`src/rtl/bitstream_pkg.sv`:
```
// Shared definitions for the bitstream framer/deframer pair.
package bitstream_pkg;

   localparam int BYTE_W = 8;

   typedef enum logic {
      HUNT   = 1'b0,
      LOCKED = 1'b1
   } rx_state_t;

   localparam logic [BYTE_W-1:0] DEFAULT_SYNC_WORD = 8'h7E;

endpackage

```
`src/rtl/sipo_shift8.sv`:
```
// 8-bit serial-in/parallel-out view: stores the last seven bits and presents them
// with the incoming bit appended, so a completed byte is visible in the cycle it finishes.
module sipo_shift8
   import bitstream_pkg::*;
(
   input  logic              clk,
   input  logic              rst,
   input  logic              clr,
   input  logic              en,
   input  logic              din,
   output logic [BYTE_W-1:0] q
);

   logic [BYTE_W-2:0] hold_reg;

   assign q = {hold_reg, din};

   always_ff @(posedge clk) begin
      if (!rst) begin
         hold_reg <= '0;
      end else if (clr) begin
         hold_reg <= '0;
      end else if (en) begin
         hold_reg <= q[BYTE_W-2:0];
      end
   end

endmodule

```
`src/rtl/bitstream_to_byte.sv`:
```
// Serial-to-parallel receiver: hunts for SYNC_WORD, then emits FRAME_BYTES
// MSB-first bytes before hunting again.
module bitstream_to_byte
   import bitstream_pkg::*;
#(
   parameter logic [BYTE_W-1:0] SYNC_WORD   = DEFAULT_SYNC_WORD,
   parameter int                FRAME_BYTES = 4
) (
   input  logic              clk,
   input  logic              rst,
   input  logic              data_in,
   input  logic              data_in_valid,
   output logic [BYTE_W-1:0] data_out,
   output logic              data_out_valid,
   output logic              locked
);

   localparam logic [7:0] LAST_BYTE = 8'(FRAME_BYTES - 1);

   rx_state_t         state_reg, state_next;
   logic [3:0]        fill_cnt_reg;
   logic [2:0]        bit_cnt_reg;
   logic [7:0]        byte_cnt_reg;
   logic [BYTE_W-1:0] data_out_reg;
   logic              data_out_valid_reg;

   logic [BYTE_W-1:0] hunt_word, asm_word;
   logic              hunt_en, asm_en;
   logic              sync_match, byte_done, frame_done;

   assign hunt_en = data_in_valid && (state_reg == HUNT);
   assign asm_en  = data_in_valid && (state_reg == LOCKED);

   sipo_shift8 u_hunt (
      .clk (clk),
      .rst (rst),
      .clr (frame_done),
      .en  (hunt_en),
      .din (data_in),
      .q   (hunt_word)
   );

   sipo_shift8 u_asm (
      .clk (clk),
      .rst (rst),
      .clr (sync_match),
      .en  (asm_en),
      .din (data_in),
      .q   (asm_word)
   );

   always_comb begin
      state_next = state_reg;
      sync_match = 1'b0;
      byte_done  = 1'b0;
      frame_done = 1'b0;
      case (state_reg)
         HUNT: begin
            // fill check stops a match against the cleared register
            if (data_in_valid && (fill_cnt_reg >= 4'd7) && (hunt_word == SYNC_WORD)) begin
               sync_match = 1'b1;
               state_next = LOCKED;
            end
         end
         LOCKED: begin
            if (data_in_valid && (bit_cnt_reg == 3'd7)) begin
               byte_done = 1'b1;
               if (byte_cnt_reg == LAST_BYTE) begin
                  frame_done = 1'b1;
                  state_next = HUNT;
               end
            end
         end
         default: state_next = HUNT;
      endcase
   end

   always_ff @(posedge clk) begin
      if (!rst) begin
         state_reg          <= HUNT;
         fill_cnt_reg       <= '0;
         bit_cnt_reg        <= '0;
         byte_cnt_reg       <= '0;
         data_out_reg       <= '0;
         data_out_valid_reg <= 1'b0;
      end else begin
         state_reg          <= state_next;
         data_out_valid_reg <= byte_done;
         if (byte_done) begin
            data_out_reg <= asm_word;
         end
         if (frame_done) begin
            fill_cnt_reg <= '0;
         end else if (hunt_en && (fill_cnt_reg < 4'd8)) begin
            fill_cnt_reg <= fill_cnt_reg + 4'd1;
         end
         if (sync_match) begin
            bit_cnt_reg  <= '0;
            byte_cnt_reg <= '0;
         end else if (asm_en) begin
            bit_cnt_reg <= bit_cnt_reg + 3'd1;
            if (byte_done) begin
               byte_cnt_reg <= byte_cnt_reg + 8'd1;
            end
         end
      end
   end

   assign data_out       = data_out_reg;
   assign data_out_valid = data_out_valid_reg;
   assign locked         = (state_reg == LOCKED);

endmodule

```
`config.mk`:
```
export PLATFORM = sky130hd
export DESIGN_NAME = bitstream_to_byte
export DESIGN_NICKNAME = d
export VERILOG_FILES = /design/src/rtl/bitstream_pkg.sv /design/src/rtl/sipo_shift8.sv /design/src/rtl/bitstream_to_byte.sv
export SDC_FILE = /design/constraint.sdc
export NUM_CORES = 1
export LEC_CHECK = 0
export ABC_AREA = 1
export CAP_MARGIN = 10
export CORE_MARGIN = 2
export CORE_UTILIZATION = 56
export DETAILED_ROUTE_END_ITERATION = 6
export PLACE_DENSITY = 0.81
export SYNTH_ARGS = -nofsm -noshare
export SYNTH_HDL_FRONTEND = slang
export SYNTH_HIERARCHICAL = 1
export SYNTH_SLANG_ARGS = --single-unit
```
`constraint.sdc`:
```
create_clock -name clk -period 2.2 [get_ports clk]
set_clock_uncertainty 0.2 [all_clocks]
set_input_delay 0.55 -clock clk [delete_from_list [all_inputs] [get_ports clk]]
set_output_delay 0.55 -clock clk [all_outputs]
set_load 0.03 [all_outputs]
```
Yosys cells after proc, flatten, opt, wreduce, memory -nomap -nowiden
Cells that the tools add are included.
- register bits after elaboration: 39
- input bits: 4
- output and inout bits: 10
- logic and storage cells: 37
- add/subtract/negate cells: 3
- $lt $le $gt $ge: 2
- eq/ne operators: 3
- mux-type cells: 10
- bitwise gates (word level): 2
- reductions and logical operators: 9
- operators by type and width (kind ; count):
    $mux W1 ; 9
    $add A8 B1 Y8 const B ; 1
    $eq A8 B2 Y1 const B ; 1
    $eq A8 B7 Y1 const B ; 1
    $logic_and A1 B1 Y1 ; 6
    $add A4 B1 Y4 const B ; 1
    $ge A4 B3 Y1 const B ; 1
    $lt A4 B4 Y1 const B ; 1
    $reduce_or A2 Y1 ; 2
    $add A3 B1 Y3 const B ; 1
    $eq A3 B3 Y1 const B ; 1
    $not A1 Y1 ; 2
    $pmux W1 S2 ; 1
    $reduce_and A2 Y1 ; 1

Longest topological paths before layout
Gate-level depths: netlist (run 1).
- word-level depth: 6
- gate-level depth with buffers: 9
- mapped depth without buffers: 9

Modules after synthesis
Netlist (run 1), hierarchy kept.
- modules (own cells, without submodules) (module ; instances ; cells each ; area an instance (um2) ; sequential area each (um2)):
    bitstream_to_byte ; 1 ; 182 ; 1236.2 ; 500.5
    sipo_shift8 ; 2 ; 33 ; 257.7 ; 140.1

Worst setup path before layout (run 1)
No wires, ideal clock.
- path kind: flip-flop to flip-flop
- start: reg state_reg, in the netlist locked
- end: reg u_asm.hold_reg[0]
- library setup time: 0.123 ns
- arrival: 1.239 ns
- required time: 1.877 ns
- path slack: 0.639 ns
- cell stages (with the launch flop): 7
- buffers on the path: 1
- period minus slack after synthesis: 1.561 ns
- cell sequence: dfxtp_1 nand2_1 inv_1 buf_6 inv_2 nand2_1 a21oi_1
- elaborated cells on any way between the ends: 3
- those cells by class: mux: 1; reduce/logical: 2
- RTL lines (item ; RTL line ; RTL):
    start, declared ; bitstream_to_byte.sv:20 ; rx_state_t state_reg, state_next;
    start signal, assigned ; bitstream_to_byte.sv:87 ; state_reg <= state_next;
    $logic_and A1 B1 Y1 ; bitstream_to_byte.sv:32 ; assign asm_en = data_in_valid && (state_reg == LOCKED);
    via asm_en ; bitstream_to_byte.sv:28 ; logic hunt_en, asm_en;
    end signal, assigned ; sipo_shift8.sv:24 ; hold_reg <= q[BYTE_W-2:0];
    end, declared ; sipo_shift8.sv:14 ; logic [BYTE_W-2:0] hold_reg;
The timed path passes the listed nets, and every way through them passes these cells.
A chain may end at the register's enable or synchronous reset.

Final worst setup path (run 1)
- start: reg data_out_reg[1], in the netlist data_out[1]
- end: out data_out[1]
- RTL lines (item ; RTL line ; RTL):
    start, declared ; bitstream_to_byte.sv:24 ; logic [BYTE_W-1:0] data_out_reg;
    start signal, assigned ; bitstream_to_byte.sv:90 ; data_out_reg <= asm_word;
    end, declared ; bitstream_to_byte.sv:13 ; output logic [BYTE_W-1:0] data_out,
No word-level cell between the ends.

==> results of run 1 <==
## cells in the final DEF, fill, tap and decap left out, types with 2 or more instances in the layout
cell type        synthesis  layout
xnor2_1                  2       2
inv_2                    2       2
a21oi_1                 23      23
nand2_2                  2       2
buf_4                    2       9
clkbuf_4                 0       5
nor2_1                  23      23
nor2_4                   2       2
nand3_1                 10      10
inv_1                   31      31
o21ai_0                  2       2
dfxtp_1                 39      39
nand2_1                 91      91
clkinv_4                 0       2
xor2_1                   3       3
ha_1                     4       4
clkdlybuf4s50_1          0      12
## path summary, 6_finish.rpt
kind                                             startpoint                               to  cells after the start
worst max-delay path               data_out[1]$_SDFFE_PN0P_                      data_out[1]                      1
worst min register to register     data_out[6]$_SDFFE_PN0P_         data_out[6]$_SDFFE_PN0P_                      2
worst min-delay path               data_out[6]$_SDFFE_PN0P_         data_out[6]$_SDFFE_PN0P_                      2
worst max register to register  bit_cnt_reg[0]$_SDFFE_PP0P_  u_hunt/hold_reg[4]$_SDFFE_PP0P_                      7
## area by class of cell
type | instances | area [µm²] | area share
multi-input combinational | 169 | 789.5 | 0.3941
sequential | 39 | 780.7 | 0.3898
timing repair buffer | 22 | 200.2 | 0.09994
inverter | 34 | 128.9 | 0.06434
tap | 33 | 41.29 | 0.02061
clock buffer | 5 | 37.54 | 0.01874
clock inverter | 3 | 25.02 | 0.01249
## cells by family after synthesis
group | after synthesis | share of synthesized area
simple gates | 133 | 0.3179
buf+inv | 40 | 0.1036
flops | 39 | 0.4457
compound gates | 27 | 0.07928
xor+xnor | 5 | 0.02500
fa+ha+maj | 4 | 0.02857
## power breakdown
group	internal (µW)	switching (µW)
sequential	712	5.43
clock	128	253
combinational	20.6	31.5
total	860	290
## per-layer routing
metal  routed length, µm  up-vias  track usage
met5                   0        -            0
met4                  76        0       0.1079
met3                 135        9      0.06494
met2                1388       31       0.3090
met1                1572      684       0.2547
li1                    -      804            -
## stage by stage
| step | instances | setup WS, ns | cell area (µm²) | util | hold WS (ns) |
|---|---|---|---|---|---|
| 3_3_place_gp | 297 | 0.06829 | 1938 | 0.6454 | 0.2520 |
| 6_report | 305 | 0.06213 | 2003 | 0.6671 | 0.2708 |
| 3_5_place_dp | 297 | 0.02576 | 1938 | 0.6454 | 0.2544 |
| 4_1_cts | 305 | 0.01129 | 2001 | 0.6663 | 0.2735 |
| 5_1_grt | 305 | 0.01207 | 2003 | 0.6671 | 0.2882 |
| 2_1_floorplan | 248 | 0.6386 | 1752 | - | 0.2391 |
## worst min-delay path: stages, from the launching register on
cell,delay (ns)
dfxtp_1,0.33
nand2_1,0.06
a21oi_1,0.05
==> metrics.txt, run 1 <==
Die Y=roughly 60 µm; number of distinct library cells after synthesis=24; max incr delay on CP=0.67 ns; Rows=20; Yosys Warn Count=6; root buf cell=clkbuf_4; initial antenna violation count=0; number of global-route vias before repair=1335; die width=59.93 µm; ys async rst share=0; DPL Wire Length=2.303 mm; status=completed; Iter 0 DRT Violations=54; Max transition margin=0.7801; Clock Tree Buf Depth=2; leakage=0.0008680 µW; Post-synth EDFFs=0; Post-Synthesis Cells=248; VDD IR max=0.4207 mV; flop-to-flop setup slack=0.37 ns; maxcap violations=0; syn_area_per_cell=about 7 µm²; Post-Synthesis Net Count=256; Clock Sinks=39; first-pass GRT wire length=5.388 mm; clk_lat worst skew=0.36 ns; Setup CP Type=reg2out; Worst setup SP type=flop; Seq cells post-synth=39; Final nets=between 200 and 300; CTS clk-pin slew, worst paths=0.13 ns; Tmin final=approximately 2.1 ns; worst path arrival time=1.39 ns; Area Growth Syn to Fin=14.36%; Final Power=1150 µW; H-tree Lvls=2; Critical Path Fanout Max=2; num ports=14; worst path bufs/invs=1; Post-CTS Setup Bufs=0; fmax=0.4678 GHz; CP cell instances=clkdlybuf4s50_1; Global Route Usage Sum=0.2030; gpl congestion=0.7841; Fin. Hold Viols=0; fraction of final layout cells sized beyond drive strength 1=0.09559; pin count of the biggest net entering global routing=15; Worst Max-Slew Pin Slew=0.3293 ns; DR vias=1528; Slowest-stage cell, CP=clkdlybuf4s50_1; Fill cells=266; routed length per instance=between 10 and 15 µm; 1st-pass router iterations=4; synthesized area=1752 µm²; synth top area cells=dfxtp_1 45%, nand2_1 20%, inv_1 6.6%; DRC violations left=0; RSZ-0062 raised after global routing=no; I/O Buffers=13; Die ar.=3592 µm²; cts hold-fix bufs=0; count leader, synth=nand2_1; ANT cells=0; via/cell ratio=5.010; crit share post-route=0.9718; antenna viol nets, final=0; # setup viols final=0; Routed WL=3.172 mm; CTS buffer count=5; Hold/Removal Path Class=reg2reg; setup TNS=0 ns; top-area cell type share of the netlist area=0.4457; Top Family by Delay on Critical Path=buffers and inverters; CTS tree=built; CP endpoint kind=output pin; Slew Viols, Final=0; GRT overflow=0; post-cts resize count=0; sequential share of the synthesized area=0.4457; Cell Pwr Density=around 570 nW/µm²; Starting Density=0.5833; leading area contributor after synthesis=dfxtp_1; worst endpoint required time=1.45 ns; Synth top cells by count=91 x nand2_1, 39 x dfxtp_1, 31 x inv_1, 23 x a21oi_1, 23 x nor2_1; core area=approximately 3000 µm²; Synth Flop Type=dfxtp_1
Power figures use the tool's default switching activity.
==> inputs of run 2 (changes only) <==
--- a/config.mk
+++ b/config.mk
@@ -11,6 +11,7 @@
 export CORE_UTILIZATION = 56
 export DETAILED_ROUTE_END_ITERATION = 6
 export PLACE_DENSITY = 0.81
+export SETUP_SLACK_MARGIN = 0.2
 export SYNTH_ARGS = -nofsm -noshare
 export SYNTH_HDL_FRONTEND = slang
 export SYNTH_HIERARCHICAL = 1
==> metrics.txt, run 2 (synthesized netlist as in run 1, its figures left out) <==
Area Growth Syn to Fin=13.50%; Crit. Startpoint=data_out[2]$_SDFFE_PN0P_; Starting Density=0.5833 (unchanged); num ports=14 (unchanged); DR vias=1525 (-0.20%); worst hold slack=0.2675 ns (-0.003317 ns); number of global-route vias before repair=1331 (-0.30%); CTS buffer count=5 (unchanged); Iter 0 DRT Violations=56 (+3.7%); Final nets=279 (unchanged); crit share post-route=0.8564 (-0.1154); Routed WL=3.170 mm (about the same); setup TNS=0 ns (unchanged); Hold/Removal Path Class=reg2reg; RSZ-0062 raised after global routing=no; Final Power=1150 µW (about the same); worst path arrival time=1.13 ns (-0.26 ns); Clock Sinks=39 (unchanged); leakage=0.0008979 µW (+3.4%); antenna viol nets, final=0 (unchanged); Worst setup SP type=flop; Slew Viols, Final=0 (unchanged); die width=59.93 µm (unchanged); cell count after placement=297 (unchanged); fraction of final layout cells sized beyond drive strength 1=0.09559 (unchanged); first-pass GRT wire length=5.375 mm (-0.24%); core area=3003 µm² (unchanged); Critical Path Fanout Max=2 (unchanged); non-filler cells, final=305 (unchanged); VDD IR max=0.4216 mV (+0.21%); Worst Max-Slew Pin Slew=0.3123 ns (-0.01697 ns); gpl congestion=0.7841 (unchanged); Clock Tree Buf Depth=2 (unchanged); Fin. Hold Viols=0 (unchanged); most common cell after layout, fill and taps aside=nand2_1; Slowest-stage cell, CP=dlygate4sd2_1; 1st-pass router iterations=4 (unchanged); root buf cell=clkbuf_4; I/O Buffers=13 (unchanged); CP endpoint kind=output pin; H-tree Lvls=2 (unchanged); worst path bufs/invs=1 (unchanged); initial antenna violation count=0 (unchanged); clk_lat worst skew=0.36 ns (about the same); CTS tree=built; worst endpoint required time=1.45 ns (about the same); CP cell instances=dlygate4sd2_1; maxcap violations=0 (unchanged); Tmin final=1.884 ns (-0.2539 ns); ANT cells=0 (unchanged); most frequent cells in the layout=91 x nand2_1, 39 x dfxtp_1, 31 x inv_1; DRC violations left=0 (unchanged); routed length per instance=10.39 µm (about the same); max incr delay on CP=0.41 ns (-0.26 ns); Max transition margin=0.7926 (+0.01250); CTS clk-pin slew, worst paths=0.13 ns (about the same); Top Family by Delay on Critical Path=buffers and inverters; status=completed; Cell Pwr Density=578.6 nW/µm² (+0.76%); DPL Wire Length=2.303 mm (unchanged); GRT overflow=0 (unchanged); FF-to-FF Start=bit_cnt_reg[0]$_SDFFE_PP0P_; pin count of the biggest net entering global routing=15 (unchanged); fmax=0.5308 GHz (+13%); worst hold start=data_out[6]$_SDFFE_PN0P_; Die Y=59.93 µm (unchanged); Die ar.=3592 µm² (unchanged); # setup viols final=0 (unchanged); Global Route Usage Sum=0.2025 (-0.0004500); via/cell ratio=5.000 (-0.20%); Setup CP Type=reg2out; Rows=20 (unchanged)
-- run 2: cell types whose count changed in the layout (fill, tap and decap cells not counted), sizes merged --
| cell | before | now |
|---|---|---|
| clkdlybuf4s50 | 12 | 3 |
| dlymetal6s2s | 1 | 0 |
| dlygate4sd2 | 0 | 10 |
-- run 2: through the flow --
step	instance area, µm²	utilization	setup WS (ns)
detailed placement	1938	0.6454	0.02576
CTS	1988	0.6621	0.2877
global placement	1938	0.6454	0.06829
global route	1988	0.6621	0.2727
finish	1988	0.6621	0.3160
floorplan	1752	-	0.6386
-- run 2: what timing repair did --
action | CTS | global route
hold buffers | 0 | 0
setup endpoints to repair | 10 | 0
buffers inserted | 0 | 0
gates resized for setup | 10 | 0
-- run 2: path summary, 6_finish.rpt --
kind | slack [ns] | depth (start not counted) | to
setup / recovery | 0.32 | 1 | data_out[2]
hold reg to reg | 0.27 | 2 | data_out[6]$_SDFFE_PN0P_
hold / removal | 0.27 | 2 | data_out[6]$_SDFFE_PN0P_
setup reg to reg | 0.37 | 7 | u_hunt/hold_reg[4]$_SDFFE_PP0P_
-- run 2: where the power goes --
group	internal, µW	switching [µW]	total (µW)	leakage (µW)
logic	20.6	31.4	52.0	0.000552
clock network	128	253	381	0.0000314
registers	712	5.43	717	0.000315
total	860	290	1150	0.000898
-- run 2: final cells by class --
cell class | count | area, µm²
clock inverter | 3 | 25.02
clock buffer | 5 | 37.54
inverter | 34 | 128.9
timing repair buffer | 22 | 185.2
tap | 33 | 41.29
sequential | 39 | 780.7
multi-input combinational | 169 | 789.5
fill | 272 | 1015
-- run 2: layer usage --
layer  track usage  share of wire  vias up
met2        0.3090           0.44       32
met1        0.2534           0.49      680
met3       0.06494          0.047        9
li1              -              -      804
met4        0.1079          0.025        0
met5             0              0        -
